[src/rtl/pcie_tl_pkg.sv]
// rtl/pcie_tl_pkg.sv - shared widths, field positions and pause rule for the VC-to-destination stage
package pcie_tl_pkg;
    localparam int DATA_W     = 6;
    localparam int DEPTH      = 4;
    localparam int PTR_W      = 2;
    localparam int BIT_VC     = 5;
    localparam int BIT_DEST   = 4;
    localparam int UMBRAL_RST = 1;

    // A destination stops accepting words once its free slots drop to the threshold or it is full.
    function automatic logic dest_blocked(input int occ, input int umbral, input int depth);
        return ((depth - occ) <= umbral) || (occ == depth);
    endfunction
endpackage

[src/rtl/arbitro_vc_dest_if.sv]
// rtl/arbitro_vc_dest_if.sv - show-ahead head/empty/pop handshake of the two upstream VC FIFOs
interface arbitro_vc_dest_if;
    logic [pcie_tl_pkg::DATA_W-1:0] vc0_data;
    logic                           vc0_empty;
    logic                           vc0_pop;
    logic [pcie_tl_pkg::DATA_W-1:0] vc1_data;
    logic                           vc1_empty;
    logic                           vc1_pop;

    modport master (
        output vc0_data, vc0_empty, vc1_data, vc1_empty,
        input  vc0_pop, vc1_pop
    );

    modport slave (
        input  vc0_data, vc0_empty, vc1_data, vc1_empty,
        output vc0_pop, vc1_pop
    );
endinterface

[src/rtl/fifo_dest.sv]
// rtl/fifo_dest.sv - destination FIFO with registered read data, sticky underflow and threshold pause
module fifo_dest
    import pcie_tl_pkg::*;
#(
    parameter int DW = DATA_W,
    parameter int DP = DEPTH,
    parameter int PW = PTR_W
) (
    input  logic          clk,
    input  logic          reset_L,
    input  logic          init_i,
    input  logic          wr_en_i,
    input  logic [DW-1:0] wr_data_i,
    input  logic          rd_en_i,
    input  logic          pend_i,
    input  logic [PW-1:0] umbral_i,
    output logic [DW-1:0] rd_data_o,
    output logic          empty_o,
    output logic          pausa_o,
    output logic          error_o
);
    logic [DW-1:0] mem_q [DP];
    logic [PW-1:0] wr_ptr_q, wr_ptr_d, rd_ptr_q, rd_ptr_d;
    logic [PW:0]   count_q, count_d;
    logic [DW-1:0] rd_data_q, rd_data_d;
    logic          empty_q, empty_d, pausa_q, pausa_d, error_q, error_d;
    logic          rd_ok, wr_ok;
    logic [PW+1:0] occ_d;

    always_comb begin
        wr_ptr_d  = wr_ptr_q;
        rd_ptr_d  = rd_ptr_q;
        count_d   = count_q;
        rd_data_d = rd_data_q;
        error_d   = error_q;
        empty_d   = empty_q;
        pausa_d   = 1'b0;
        occ_d     = '0;
        wr_ok     = wr_en_i && !init_i;
        rd_ok     = rd_en_i && (count_q != '0);
        if (init_i) begin
            wr_ptr_d  = '0;
            rd_ptr_d  = '0;
            count_d   = '0;
            rd_data_d = '0;
            error_d   = 1'b0;
            empty_d   = 1'b1;
        end else begin
            if (wr_ok) wr_ptr_d = wr_ptr_q + 1'b1;
            if (rd_ok) begin
                rd_ptr_d  = rd_ptr_q + 1'b1;
                rd_data_d = mem_q[rd_ptr_q];
            end
            // A read against an empty FIFO fails even when a write lands on the same edge.
            error_d = error_q | (rd_en_i && !rd_ok);
            count_d = count_q + {{PW{1'b0}}, wr_ok} - {{PW{1'b0}}, rd_ok};
            empty_d = (count_d == '0);
            occ_d   = {1'b0, count_d} + {{(PW+1){1'b0}}, pend_i};
            pausa_d = dest_blocked(int'(occ_d), int'(umbral_i), DP);
        end
    end

    always_ff @(posedge clk) begin
        if (!reset_L) begin
            wr_ptr_q  <= '0;
            rd_ptr_q  <= '0;
            count_q   <= '0;
            rd_data_q <= '0;
            empty_q   <= 1'b1;
            pausa_q   <= 1'b0;
            error_q   <= 1'b0;
        end else begin
            wr_ptr_q  <= wr_ptr_d;
            rd_ptr_q  <= rd_ptr_d;
            count_q   <= count_d;
            rd_data_q <= rd_data_d;
            empty_q   <= empty_d;
            pausa_q   <= pausa_d;
            error_q   <= error_d;
        end
    end

    always_ff @(posedge clk) begin
        if (reset_L && wr_ok) mem_q[wr_ptr_q] <= wr_data_i;
    end

    assign rd_data_o = rd_data_q;
    assign empty_o   = empty_q;
    assign pausa_o   = pausa_q;
    assign error_o   = error_q;
endmodule

[src/rtl/arbitro_vc_dest.sv]
// rtl/arbitro_vc_dest.sv - VC0-priority arbiter routing words by destination bit into two local FIFOs
module arbitro_vc_dest
    import pcie_tl_pkg::*;
(
    input  logic                clk,
    input  logic                reset_L,
    input  logic                init,
    input  logic [PTR_W-1:0]    umbralD0,
    input  logic [PTR_W-1:0]    umbralD1,
    arbitro_vc_dest_if.slave    vc,
    input  logic                pop_D0,
    input  logic                pop_D1,
    output logic [DATA_W-1:0]   data_out0,
    output logic [DATA_W-1:0]   data_out1,
    output logic                empty_D0,
    output logic                empty_D1,
    output logic                pausa_D0,
    output logic                pausa_D1,
    output logic                error_D0,
    output logic                error_D1
);
    logic [PTR_W-1:0]  umbral0_q, umbral0_d, umbral1_q, umbral1_d;
    logic              pend_v_q, pend_v_d;
    logic [DATA_W-1:0] pend_w_q, pend_w_d;
    logic              flush, vc0_ok, vc1_ok, pop0, pop1;
    logic              wr0, wr1, pend_to0_d, pend_to1_d;

    // pausa_Dx holds the blocked state of the current occupancy, so it doubles as the arbiter's gate.
    always_comb begin
        flush      = !reset_L || init;
        umbral0_d  = init ? umbralD0 : umbral0_q;
        umbral1_d  = init ? umbralD1 : umbral1_q;
        vc0_ok     = !vc.vc0_empty && !(vc.vc0_data[BIT_DEST] ? pausa_D1 : pausa_D0);
        vc1_ok     = !vc.vc1_empty && !(vc.vc1_data[BIT_DEST] ? pausa_D1 : pausa_D0);
        pop0       = !flush && vc0_ok;
        pop1       = !flush && !pop0 && vc1_ok;
        pend_v_d   = pop0 || pop1;
        pend_w_d   = pend_w_q;
        if (pop0) pend_w_d = vc.vc0_data;
        else if (pop1) pend_w_d = vc.vc1_data;
        if (flush) begin
            pend_v_d = 1'b0;
            pend_w_d = '0;
        end
        wr0        = pend_v_q && !pend_w_q[BIT_DEST];
        wr1        = pend_v_q &&  pend_w_q[BIT_DEST];
        pend_to0_d = pend_v_d && !pend_w_d[BIT_DEST];
        pend_to1_d = pend_v_d &&  pend_w_d[BIT_DEST];
        vc.vc0_pop = pop0;
        vc.vc1_pop = pop1;
    end

    always_ff @(posedge clk) begin
        if (!reset_L) begin
            umbral0_q <= PTR_W'(UMBRAL_RST);
            umbral1_q <= PTR_W'(UMBRAL_RST);
            pend_v_q  <= 1'b0;
            pend_w_q  <= '0;
        end else begin
            umbral0_q <= umbral0_d;
            umbral1_q <= umbral1_d;
            pend_v_q  <= pend_v_d;
            pend_w_q  <= pend_w_d;
        end
    end

    fifo_dest #(.DW(DATA_W), .DP(DEPTH), .PW(PTR_W)) u_d0 (
        .clk       (clk),
        .reset_L   (reset_L),
        .init_i    (init),
        .wr_en_i   (wr0),
        .wr_data_i (pend_w_q),
        .rd_en_i   (pop_D0),
        .pend_i    (pend_to0_d),
        .umbral_i  (umbral0_q),
        .rd_data_o (data_out0),
        .empty_o   (empty_D0),
        .pausa_o   (pausa_D0),
        .error_o   (error_D0)
    );

    fifo_dest #(.DW(DATA_W), .DP(DEPTH), .PW(PTR_W)) u_d1 (
        .clk       (clk),
        .reset_L   (reset_L),
        .init_i    (init),
        .wr_en_i   (wr1),
        .wr_data_i (pend_w_q),
        .rd_en_i   (pop_D1),
        .pend_i    (pend_to1_d),
        .umbral_i  (umbral1_q),
        .rd_data_o (data_out1),
        .empty_o   (empty_D1),
        .pausa_o   (pausa_D1),
        .error_o   (error_D1)
    );
endmodule

[src/flat_wrapper.sv]
// flat-port wrapper written by rule: the top's interface ports become plain ports
module arbitro_vc_dest_flat import pcie_tl_pkg::*;
  (clk, reset_L, init, umbralD0, umbralD1, pop_D0, pop_D1, data_out0, data_out1, empty_D0, empty_D1, pausa_D0, pausa_D1, error_D0, error_D1, vc_vc0_data, vc_vc0_empty, vc_vc1_data, vc_vc1_empty, vc_vc0_pop, vc_vc1_pop);
  arbitro_vc_dest_if vc_i ();
  input  logic clk;
  input  logic reset_L;
  input  logic init;
  input  logic [PTR_W-1:0] umbralD0;
  input  logic [PTR_W-1:0] umbralD1;
  input  logic pop_D0;
  input  logic pop_D1;
  output logic [DATA_W-1:0] data_out0;
  output logic [DATA_W-1:0] data_out1;
  output logic empty_D0;
  output logic empty_D1;
  output logic pausa_D0;
  output logic pausa_D1;
  output logic error_D0;
  output logic error_D1;
  input wire logic [$bits(vc_i.vc0_data)-1:0] vc_vc0_data;
  input wire logic [$bits(vc_i.vc0_empty)-1:0] vc_vc0_empty;
  input wire logic [$bits(vc_i.vc1_data)-1:0] vc_vc1_data;
  input wire logic [$bits(vc_i.vc1_empty)-1:0] vc_vc1_empty;
  output wire logic [$bits(vc_i.vc0_pop)-1:0] vc_vc0_pop;
  output wire logic [$bits(vc_i.vc1_pop)-1:0] vc_vc1_pop;
  assign vc_i.vc0_data = vc_vc0_data;
  assign vc_i.vc0_empty = vc_vc0_empty;
  assign vc_i.vc1_data = vc_vc1_data;
  assign vc_i.vc1_empty = vc_vc1_empty;
  assign vc_vc0_pop = vc_i.vc0_pop;
  assign vc_vc1_pop = vc_i.vc1_pop;
  arbitro_vc_dest u_core (.clk(clk), .reset_L(reset_L), .init(init), .umbralD0(umbralD0), .umbralD1(umbralD1), .vc(vc_i), .pop_D0(pop_D0), .pop_D1(pop_D1), .data_out0(data_out0), .data_out1(data_out1), .empty_D0(empty_D0), .empty_D1(empty_D1), .pausa_D0(pausa_D0), .pausa_D1(pausa_D1), .error_D0(error_D0), .error_D1(error_D1));
endmodule
[config.mk]
export PLATFORM = sky130hd
export DESIGN_NAME = arbitro_vc_dest_flat
export DESIGN_NICKNAME = d
export VERILOG_FILES = /design/src/rtl/pcie_tl_pkg.sv /design/src/rtl/arbitro_vc_dest_if.sv /design/src/rtl/fifo_dest.sv /design/src/rtl/arbitro_vc_dest.sv /design/src/flat_wrapper.sv
export SDC_FILE = /design/constraint.sdc
export NUM_CORES = 1
export LEC_CHECK = 0
export CORE_ASPECT_RATIO = 0.8
export CORE_MARGIN = 2
export CORE_UTILIZATION = 56
export CTS_CLUSTER_DIAMETER = 120
export DETAILED_ROUTE_END_ITERATION = 10
export GPL_ROUTABILITY_DRIVEN = 0
export PLACE_DENSITY = 0.79
export SETUP_SLACK_MARGIN = 0.05
export SYNTH_ARGS = -nofsm -noshare
export SYNTH_HDL_FRONTEND = slang
export SYNTH_SLANG_ARGS = --single-unit
[constraint.sdc]
create_clock -name clk -period 3.95 [get_ports clk]
set_clock_uncertainty 0.15 [all_clocks]
set_input_delay 0.395 -clock clk [delete_from_list [all_inputs] [get_ports clk]]
set_output_delay 0.395 -clock clk [all_outputs]
set_load 0.1 [all_outputs]
==> flow_metrics.tcl <==
set metrics [dict create \
    status "finished clean" \
    wl_per_cell_um 16.5 \
    post_cts_buffers 0 \
    drt.antenna.violating_nets 0 \
    synth_compound_area_share_pct 7.68 \
    detail_route.vias_per_cell 5.58 \
    finalSetupTns_ns 0 \
    grt_pass1_wl_mm 12.1 \
    yosys_warnings 0 \
    worst-path-buf-inv 4 \
    p_int_mw 1.36 \
    vdd_drop_max_mv 0.268 \
    dr.pass1.iters 4 \
    ys_types 42 \
    io_pins 43 \
    drc 0 \
    synth.area.mux_share_pct 9.81 \
    critPathRequiredTime_ns 4.03 \
    ys_top_cells_by_area "edfxtp_1 36%, dfxtp_1 22%, ha_1 6.9%, mux4_2 6.8%, nand2_1 2.5%" \
    cp_slowest_stage_delay_ns 0.51 \
    final-max-slew-violation-count 0 \
    critPathSlowestCell "fa_1" \
    crit_chain "o31ai_4 > inv_2 > ha_1 > inv_1 > ha_1 > fa_1 > ha_1 > inv_1 > ha_1 > ha_1 > inv_1 > o21ai_0 > a31oi_1" \
    die_area_mm2 0.00780 \
    avgSynthCellArea_um2 13.0 \
    final_cells 445 \
    power.switching_mw 0.459 \
    portBuffers 42 \
    synth-simple-area-share_pct 10.6 \
    synthTopCellsByCount "48 x edfxtp_1, 43 x dfxtp_1, 27 x nand2_1" \
    synth_top_flop_cell "edfxtp_1" \
    cts_sinks 91 \
    swShare_pct 25.3 \
    yosys.area_share.xor_xnor_pct 2.01 \
    antenna_found_initial 0 \
    max_slew_margin_pct 34.8 \
    gr-total-overflow 0 \
    layout_setup_ws_ns 0.374 \
    grt_pass1_vias 2462 \
    power_density_mw_per_mm2 389 \
    clk_latency_ns 0.36 \
    rsz0062_at_grt "false" \
    synthAdderAreaFrac_pct 7.93 \
    finalCritPeriodShare_pct 90.5 \
    hold_path_class "reg -> reg" \
    arrival_ns 3.66 \
    die_y_um 79.4 \
    cts_buffers 9 \
    postCtsResizedCells 0 \
    yosysMostFrequentCell "edfxtp_1" \
    clk_pin_slew_ns 0.09 \
    vias 2481 \
    p_leak_nw 1.67 \
    holdWs_ns 0.315 \
    crit_path_start_kind "flop" \
    post-synth-top-area-cell "edfxtp_1" \
    area_growth_pct 17.2 \
    async_flop_share_pct 0 \
    cts_buffer_depth 2 \
    clkPwrFrac_pct 33.7 \
    postRouteWirelength_mm 7.32 \
    end_kind "flop" \
    comb_power_share_pct 9.6 \
    syn-cell-area_mm2 0.00398 \
    synthCells 307 \
    drive_above_1_share_pct 12.8 \
    postCtsHoldBufs 0 \
    max_freq_ghz 0.280 \
    worst-path-max-fanout 9 \
    synth_edf_count 48 \
    seq_power_share_pct 56.7 \
    fin_nets 400 \
    num_rows 27 \
    first_iter_violations 123 \
    worst_path_most_repeated_cell "ha_1" \
    hold_viol_final 0 \
    h-tree-depth 3 \
    start_util_pct 57.7 \
    setup_viol 0 \
    synth_top_area_share_pct 36.2 \
    ys_seq_area_share_pct 57.9 \
    dpl_worst_slack_ns 0.156 \
    tightest_slew_ns 0.975 \
    synth_top_family_by_area "simple AND/OR/NAND/NOR gates" \
    core_mm2 0.00689 \
    cpLargestDelayFamily "adder cells" \
    maxCapViolations 0 \
    crit_type "reg -> reg" \
    clockRootBuffer "clkbuf_8" \
    syn_nets 354 \
    die_x_um 98.2 \
    track_usage_pct 20.5 \
    layout_min_cycle_time_ns 3.58 \
    num_antenna_cells 0 \
    dp_cells 429 \
    ys_seq_elements 91 \
    grt_max_degree 33 \
    dp_hpwl_mm 5.32 \
    cts_tree "done" \
]
-- worst paths after layout --
kind / startpoint / to / slack, ns / depth (start not counted)
worst max-delay path: u_core.u_d1.count_q[1] / u_core.u_d1.pausa_o / 0.37 / 13
worst min-delay path: u_core.u_d0.rd_data_o[4] / u_core.u_d0.rd_data_o[4] / 0.31 / 2
worst max register to register: u_core.u_d1.count_q[1] / u_core.u_d1.pausa_o / 0.37 / 13
worst min register to register: u_core.u_d0.rd_data_o[4] / u_core.u_d0.rd_data_o[4] / 0.31 / 2
-- tightest hold or removal path: cells and delay by family (launching register included) --
family,cells,cell delay (ns)
flip-flops,1,0.32
AND/OR/NAND/NOR,1,0.05
AO/OA/AOI/OAI,1,0.05
-- sequential cells by signal (all words and copies together) (netlist names), 2 cells and up --
name                   count
u_core.u_d0.rd_data_o      6
u_core.u_d1.rd_data_o      6
u_core.u_d0.count_q        3
u_core.u_d0.wr_ptr_q       2
u_core.umbral0_q           2
u_core.u_d1.rd_ptr_q       2
u_core.umbral1_q           2
u_core.pend_w_q            6
u_core.u_d0.mem_q         24
u_core.u_d1.wr_ptr_q       2
u_core.u_d0.rd_ptr_q       2
u_core.u_d1.mem_q         24
u_core.u_d1.count_q        3
-- power groups by stage --
stage / Clock [mW] / Combinational, mW / Sequential (mW)
5_1_grt: 0.668 / 0.190 / 1.03
3_3_place_gp: 0 / 0.169 / 1.05
4_1_cts: 0.622 / 0.175 / 1.03
2_1_floorplan: 0 / 0.0903 / 1.07
3_5_place_dp: 0 / 0.173 / 1.05
6_report: 0.612 / 0.173 / 1.03
-- cell families after synthesis --
group                    after synthesis
AO/OA/AOI/OAI                         45
adder cells (fa/ha/maj)               24
XOR/XNOR                               6
buffers and inverters                 36
AND/OR/NAND/NOR                       82
multiplexers                          23
flip-flops                            91
-- routing by layer --
layer  wire, µm  GRT usage (%)
met1       3360           27.1
met2       3570           33.8
met3        355           6.13
met4         40           4.66
met5          0              0
-- through the flow --
stage                     utilization, %  power [mW]  instance area [µm²]
final                               67.7        1.81                 4660
after global placement              64.8        1.22                 4470
after detailed placement            64.8        1.22                 4470
after CTS                           67.7        1.83                 4660
after floorplan                        -        1.16                 3980
after global routing                67.7        1.89                 4660
-- placed cells by master (no fill, tap or decap), types with 2 or more instances in the layout --
master and instances:
nand3b_1 3, clkdlybuf4s50_1 40, or3_1 2, and2_1 14, a311oi_1 5, clkbuf_8 9, dfxtp_1 43, o31ai_4 2
ha_1 22, nor3_1 7, o31ai_1 2, inv_1 23, mux2i_1 8, a31oi_1 2, buf_4 6, xnor3_1 2
inv_2 2, nand3_1 5, nor2b_1 3, a21oi_1 19, edfxtp_1 48, xnor2_1 4, a21bo_2 2, nand2_1 27
o21ai_0 10, mux4_2 12, fa_1 2, nor2_1 12
-- final cells by class --
cell class,instances,area [µm²]
clock inverters,5,42.5
repair buffers,46,445
well taps,87,109
fillers,522,2230
inverters,25,93.8
clock buffers,11,153
flip-flops and latches,91,2300
multi-input cells,180,1520
No activity file was read; power rests on OpenSTA's default activity.
